`src/rtl/apb_pkg.sv`:
```
// Shared APB definitions: default bus widths, requester FSM states and the
// response record. Also imported by the APB completer.
package apb_pkg;

  localparam int APB_ADDR_W = 32;
  localparam int APB_DATA_W = 32;

  typedef enum logic [1:0] {
    APB_IDLE,
    APB_SETUP,
    APB_ACCESS,
    APB_RESP
  } apb_mst_state_e;

  typedef struct packed {
    logic [APB_DATA_W-1:0] rdata;
    logic                  err;
    logic                  timeout;
  } apb_rsp_t;

endpackage

```
`src/rtl/apb_master_bridge.sv`:
```
// Single-outstanding APB requester. A valid/ready command becomes one
// SETUP + ACCESS transfer. The result comes back on a valid/ready response
// port. A wait-state watchdog aborts a transfer when the completer holds
// PREADY low for TIMEOUT consecutive ACCESS cycles.
module apb_master_bridge
  import apb_pkg::*;
#(
  parameter int ADDR_W  = APB_ADDR_W,
  parameter int DATA_W  = APB_DATA_W,
  parameter int TIMEOUT = 16
) (
  input  logic              PCLK,
  input  logic              PRESETn,
  input  logic              cmd_valid,
  output logic              cmd_ready,
  input  logic              cmd_write,
  input  logic [ADDR_W-1:0] cmd_addr,
  input  logic [DATA_W-1:0] cmd_wdata,
  output logic              rsp_valid,
  input  logic              rsp_ready,
  output logic [DATA_W-1:0] rsp_rdata,
  output logic              rsp_err,
  output logic              rsp_timeout,
  output logic              PSEL,
  output logic              PENABLE,
  output logic              PWRITE,
  output logic [ADDR_W-1:0] PADDR,
  output logic [DATA_W-1:0] PWDATA,
  input  logic [DATA_W-1:0] PRDATA,
  input  logic              PREADY,
  input  logic              PSLVERR
);

  // The counter stays at least one bit wide so that TIMEOUT=0 still elaborates.
  // In that case the counter is never compared.
  localparam int               CNT_W    = (TIMEOUT > 0) ? $clog2(TIMEOUT + 1) : 1;
  localparam logic [CNT_W-1:0] CNT_LAST = CNT_W'((TIMEOUT > 0) ? (TIMEOUT - 1) : 0);
  localparam logic [CNT_W-1:0] CNT_MAX  = '1;
  localparam bit               WDOG_EN  = (TIMEOUT != 0);

  apb_mst_state_e   state;
  logic [CNT_W-1:0] wait_cnt;
  logic             watchdog_hit;

  // Accept only from IDLE. This is decoded from state alone, so there is no
  // path from rsp_ready.
  assign cmd_ready = (state == APB_IDLE);

  // Watchdog expiry: this is the last permitted ACCESS cycle with PREADY low.
  assign watchdog_hit = WDOG_EN && (wait_cnt == CNT_LAST);

  // Transfer sequencer. All bus and response outputs are registered here.
  always_ff @(posedge PCLK or negedge PRESETn) begin
    if (!PRESETn) begin
      state       <= APB_IDLE;
      wait_cnt    <= '0;
      PSEL        <= 1'b0;
      PENABLE     <= 1'b0;
      PWRITE      <= 1'b0;
      PADDR       <= '0;
      PWDATA      <= '0;
      rsp_valid   <= 1'b0;
      rsp_rdata   <= '0;
      rsp_err     <= 1'b0;
      rsp_timeout <= 1'b0;
    end else begin
      case (state)
        APB_IDLE: begin
          if (cmd_valid) begin
            PWRITE <= cmd_write;
            PADDR  <= cmd_addr;
            PWDATA <= cmd_wdata;
            PSEL   <= 1'b1;
            state  <= APB_SETUP;
          end
        end
        APB_SETUP: begin
          PENABLE  <= 1'b1;
          wait_cnt <= '0;
          state    <= APB_ACCESS;
        end
        APB_ACCESS: begin
          // PREADY wins over a watchdog expiry in the same cycle.
          if (PREADY) begin
            rsp_rdata   <= PWRITE ? '0 : PRDATA;
            rsp_err     <= PSLVERR;
            rsp_timeout <= 1'b0;
            rsp_valid   <= 1'b1;
            PSEL        <= 1'b0;
            PENABLE     <= 1'b0;
            state       <= APB_RESP;
          end else if (watchdog_hit) begin
            rsp_rdata   <= '0;
            rsp_err     <= 1'b1;
            rsp_timeout <= 1'b1;
            rsp_valid   <= 1'b1;
            PSEL        <= 1'b0;
            PENABLE     <= 1'b0;
            state       <= APB_RESP;
          end else if (wait_cnt != CNT_MAX) begin
            wait_cnt <= wait_cnt + 1'b1;
          end
        end
        APB_RESP: begin
          if (rsp_ready) begin
            rsp_valid <= 1'b0;
            state     <= APB_IDLE;
          end
        end
        default: state <= APB_IDLE;
      endcase
    end
  end

endmodule

```
`config.mk`:
```
export PLATFORM = sky130hd
export DESIGN_NAME = apb_master_bridge
export DESIGN_NICKNAME = d
export VERILOG_FILES = /design/src/rtl/apb_pkg.sv /design/src/rtl/apb_master_bridge.sv
export SDC_FILE = /design/constraint.sdc
export NUM_CORES = 1
export LEC_CHECK = 0
export ABC_AREA = 1
export CORE_ASPECT_RATIO = 1.5
export CORE_UTILIZATION = 37
export CTS_BUF_LIST = sky130_fd_sc_hd__clkbuf_16
export DETAILED_ROUTE_END_ITERATION = 7
export GPL_ROUTABILITY_DRIVEN = 0
export HOLD_SLACK_MARGIN = 0.12
export PLACE_DENSITY_LB_ADDON = 0.25
export SYNTH_ARGS = -nofsm -noshare
export SYNTH_HDL_FRONTEND = slang
export SYNTH_SLANG_ARGS = --single-unit
export TNS_END_PERCENT = 100
```
`constraint.sdc`:
```
create_clock -name PCLK -period 1.8 [get_ports PCLK]
set_clock_uncertainty 0.1 [all_clocks]
set_input_delay 0.18 -clock PCLK [delete_from_list [all_inputs] [get_ports PCLK]]
set_output_delay 0.18 -clock PCLK [all_outputs]
set_load 0.01 [all_outputs]
```
==> Word-level counts from Yosys, hierarchy flattened <==
Index checks and enable logic that the tools add are counted.
{ "word_totals": {"register_bits": 109, "in_bits": 103, "wordCells": 58} }
{ "op_classes": {"n_addsub": 1, "n_eq_ne": 11, "muxes": 23, "reduce_logical": 12} }
{ "ops": {"columns": ["cell", "n"], "rows": [
  ["32-bit two-way mux", 3],
  ["5-bit two-way mux", 3],
  ["2-bit != test, second input constant", 5],
  ["5-bit case mux with 2 select lines", 1],
  ["3-bit AND reduction", 3],
  ["1-bit two-way mux", 8],
  ["2-bit two-way mux", 4],
  ["2-bit case mux with 4 select lines", 1],
  ["2-bit nonzero test", 4],
  ["1-bit case mux with 2 select lines", 3],
  ["2-bit AND reduction", 3],
  ["5-bit by 1-bit adder with 5-bit output, second input constant", 1],
  ["5-bit by 4-bit == test with 1-bit output, second input constant", 1],
  ["5-bit != test, second input constant", 1],
  ["2-bit == test, second input constant", 2],
  ["4-bit AND reduction", 1],
  ["3-bit != test, second input constant", 1],
  ["2-bit by 1-bit == test with 1-bit output, second input constant", 1],
  ["2-bit logical NOT", 1]
]} }

==> Longest topological paths before layout <==
{ "logic_depth": {"ltp_word": 5, "depth_mapped": 10, "depth_no_buf": 10} }

==> Worst setup path before layout <==
No wires, ideal clock.
{ "synth_path": {"path_kind": "register -> register", "start": "reg wait_cnt[0]", "end": "reg rsp_rdata[0]", "arrival_time_ns": 1.531, "t_required_ns": 1.635, "setup_slack_ns": 0.104, "path_stages_with_launch": 11, "n_path_buf": 1, "synth_period_minus_slack_ns": 1.696, "path_cell_list": "dfrtp_1 > ha_1 > nand2_1 > nor2_1 > ha_1 > nor2_2 > nor2_8 > inv_4 > buf_2 > nand2_1 > nand2_1"} }
{ "synth_via": {"elab_chain_cells": 3} }
{ "synth_rtl": {"columns": ["item", "line_no", "rtl"], "rows": [
  ["start: declaration", "apb_master_bridge.sv:42", "logic [CNT_W-1:0] wait_cnt;"],
  ["start signal: assignment", "apb_master_bridge.sv:101", "wait_cnt <= wait_cnt + 1'b1;"],
  ["5-bit by 4-bit == test with 1-bit output", "apb_master_bridge.sv:50", "assign watchdog_hit = WDOG_EN && (wait_cnt == CNT_LAST);"],
  ["2-bit nonzero test (no source line)", null, null],
  ["2-bit AND reduction (no source line)", null, null],
  ["end signal: assignment", "apb_master_bridge.sv:85", "rsp_rdata <= PWRITE ? '0 : PRDATA;"],
  ["end: declaration", "apb_master_bridge.sv:21", "output logic [DATA_W-1:0] rsp_rdata,"]
]} }
Every way passes these cells.
A chain may end at the register's enable or synchronous reset.

==> Worst setup path in the final report <==
{ "layout_path": {"start": "reg wait_cnt[1]", "end": "reg rsp_rdata[20]"} }
Same word-level chain as after synthesis.

==> qor_table.md <==
| Stage | Metric | This run |
|:---|:---|:---|
| drt | Total via count after detailed routing | 3,375 |
| drt | Drt first pass iters | 4 |
| job | Max Cap Viol | 0 |
| power and ir drop | Overall Power | 12.0 mW |
| yosys | Biggest area contributors in the synthesized netlist | dfrtp_1 61%, mux2_4 13%, nand2_1 7.2% |
| floorplan | Initial cell density of the core | 37.8% |
| floorplan | Die ar. | 0.0126 mm² |
| floorplan | Number of core rows | 49 |
| yosys | Total of warnings raised by yosys | 0 |
| floorplan | Width of the chip | 92.1 µm |
| final layout | N_diodes | 0 |
| drt | Number of vias per cell after detailed routing | 4.67 |
| global route | Antenna violations before repair | 0 |
| final layout | Fin area | 0.00710 mm² |
| clock tree | CTS HTree Levels | 3 |
| setup path | Highest fanout seen on the critical path | 32 |
| yosys | Unique masters post-synth | 24 |
| final layout | Fillers | 990 |
| final layout | Final Net Count | 675 |
| yosys | Most used flip-flop cell after synthesis | dfrtp_1 |
| global route | GRT met2 Usage | 32.4% |
| clock tree | TritonCTS buffer count | 9 |
| yosys | Post-synthesis sequential element count | 109 |
| final layout | Area added between synthesis and finish | 57.8% |
| place | Post-detail-place hpwl | 8.61 mm |
| setup path | Source of the critical timing path | wait_cnt[1] |
| setup path | Critical path data required time | 1.93 ns |
| global route | Layer with the highest usage | met2 |
| sta | Fin. max-slew vios | 0 |
| yosys | Synthesized instance count | 353 |
| final layout | Share of cells above drive strength 1 | 18.4% |
| place | Placed Cells incl. Taps | 705 |
| global route | Wire length of the first global-routing pass | 17.4 mm |
| drt | Aggregate routed wire length | 11.6 mm |
| clock tree | Clk buf depth | 2 |
| status | Run status | finished clean |
| sta | # setup viols final | 0 |
| yosys | Post-synth top area share | 60.6% |
| global route | Vias in the first global route | 3,498 |
| sta | Achievable frequency | 584 MHz |
| yosys | Most area-hungry cell type in the Yosys netlist | dfrtp_1 |
| final layout | Cell Count, Final, Fillers Out | 723 |
| sta | Final Hold Slack | 0.197 ns |
| sta | Setup TNS after final layout | 0 ns |
| drt | DR DRC count | 0 |
| setup path | Worst Setup End Kind | register |
| global route | Fraction of met1 tracks used by global routing | 20.4% |
| min path | Hold/Removal Path Class | primary input to async pin |
| place | Placed Area | 0.00680 mm² |
| power and ir drop | Highest ir drop seen on vdd | 0.000876 V |
| setup path | RR Startpoint | wait_cnt[1] |
| floorplan | Top-Level Pins | 206 |
| setup path | Number of cells traversed by the worst register-to-register path | 10 |
| sta | Time the final worst path needs with I/O delays and setup | 1.71 ns |
| setup path | Kind of launch point of the worst setup path | register |
| yosys | Cell area after synthesis | 0.00450 mm² |
| global route | Overall global routing resource usage | 18.2% |
| sta | Portion of the clock cycle consumed by the worst path in the final layout | 95.1% |
| clock tree | TritonCTS clock tree | yes |
| yosys | Syn Nets | 463 |
| global route | Global routing met3 resource utilization | 4.78% |
| sta | Final hold vios | 0 |
| drt | Final ANT Viol Nets | 0 |
| yosys | Register area share after synthesis | 60.6% |
| sta | Setup repair after global routing missed its margin | no |
| clock tree | Post-CTS clock slew at the launch and capture registers of the worst setup and hold paths | 0.07 ns |
| clock tree | Clock root buffer | clkbuf_16 |
| power and ir drop | Leakage power total | 3.30 nW |
| clock tree | TritonCTS sink count | 109 |
| drt | Average wire length per cell after detail routing | 16.0 µm |
| sta | Actual transition at the worst max-transition pin | 0.358 ns |
| place | IO buf count | 205 |
| power and ir drop | Areal power density over the cells | 1690 mW/mm² |
| global route | Final global-route overflow total | 0 |
| floorplan | Height of the die | 137 µm |
| setup path | Path type of the worst setup path | register to register |
| yosys | Share of flip-flops with an asynchronous set or reset after synthesis | 100% |
| global route | Pin count of the biggest net entering global routing | 46 |
| setup path | Critical path data arrival time | 1.84 ns |
| floorplan | Std-Cell Core Area | 0.0119 mm² |
| yosys | Number of synthesized flops with an enable pin | 0 |
| drt | DRT iter0 DRCs | 159 |
| yosys | Synth Area per Inst | 12.7 µm² |
| sta | Max-Slew Margin vs Limit | 76.2% |
| clock tree | Skew-Pair Late Insertion Delay | 0.34 ns |
==> layout by cell type (no fill, tap or decap), types with 3 or more instances in the layout <==
master,instances
mux2_4,39
nand3_1,36
buf_12,7
buf_4,6
o21ai_1,6
clkbuf_16,9
clkdlybuf4s50_1,203
ha_1,5
dfrtp_1,109
mux2_2,26
clkinvlp_4,3
nand2_1,85
inv_1,9
==> cell usage after synthesis (2+ instances only) <==
master   count
o21ai_1      4
nand2_1     86
dfrtp_1    109
or2_2        2
mux2_4      39
nand3_1     37
buf_6        5
ha_1         7
nor2_1       4
buf_2       10
buf_4        2
mux2_2      26
o21ai_0      4
inv_1        8
==> what timing repair did <==
| item | in CTS | in global routing |
|---|---|---|
| hold buffers | 1 | 0 |
| resized for setup | 3 | 5 |
| setup endpoints to repair | 2 | 40 |
| endpoints found under the hold margin | 109 | 0 |
| buffers inserted | 0 | 1 |
==> final timing paths <==
kind / to / slack [ns]
max in group asynchronous: rsp_rdata[5] / 0.83
min in group PCLK: rsp_rdata[18] / 0.30
worst min-delay path: PWDATA[1] / 0.20
worst max-delay path: rsp_rdata[20] / 0.09
worst min register to register: rsp_rdata[16] / 0.39
worst max register to register: rsp_rdata[20] / 0.09
==> sequential cells by signal (all words and copies together), names as in the netlist <==
signal and count:
PADDR 32, PWDATA 32, rsp_rdata 32, wait_cnt 5
state 2, PENABLE 1, PSEL 1, PWRITE 1
rsp_err 1, rsp_timeout 1, rsp_valid 1
==> routing by layer <==
metal  vias to the layer above  wire (µm)
met4                         0        251
met2                       102       6380
met3                        14        571
met1                      1659       4360
li1                       1600          -
met5                         -          0
==> cell type report <==
type / count / area, µm² / share of cell area (%)
multi-input combinational: 217 / 1640 / 23.1
sequential: 109 / 2730 / 38.4
timing repair buffer: 218 / 2240 / 31.5
inverter: 10 / 40.0 / 0.564
tap: 153 / 191 / 2.70
clock inverter: 7 / 43.8 / 0.617
clock buffer: 9 / 225 / 3.17
==> critical path, cell delays in order, from the launching register on <==
cell     delay [ns]
dfrtp_1        0.37
ha_1           0.18
nand2_1        0.08
nor2_2         0.12
ha_2           0.21
nor2_4         0.05
nor2_8         0.12
inv_4          0.06
buf_12         0.16
nand2_1        0.07
nand2_1        0.06
==> cell families (layout without fill, tap and decap cells) <==
| group | count (synthesis) | after routing | share of synthesized area (%) |
|---|---|---|---|
| adders and majority gates | 7 | 7 | 1.95 |
| muxes | 65 | 65 | 19.5 |
| buffers and inverters | 27 | 244 | 3.59 |
| and+or+nand+nor | 134 | 134 | 12.9 |
| AOI/OAI and AO/OA | 11 | 11 | 1.42 |
| DFF | 109 | 109 | 60.6 |
==> metrics by stage <==
stage,worst slack (ns),util (%)
finish,0.0889,59.7
global route,0.00176,59.7
CTS,0.0372,59.6
detailed placement,0.00894,57.2
global placement,0.0866,57.2
floorplan,0.104,-
==> power breakdown <==
part           switching (mW)  internal [mW]
sequential              0.651           3.63
clock                   0.860          0.929
combinational            2.31           3.61
(Power assumes the default switching activity.)
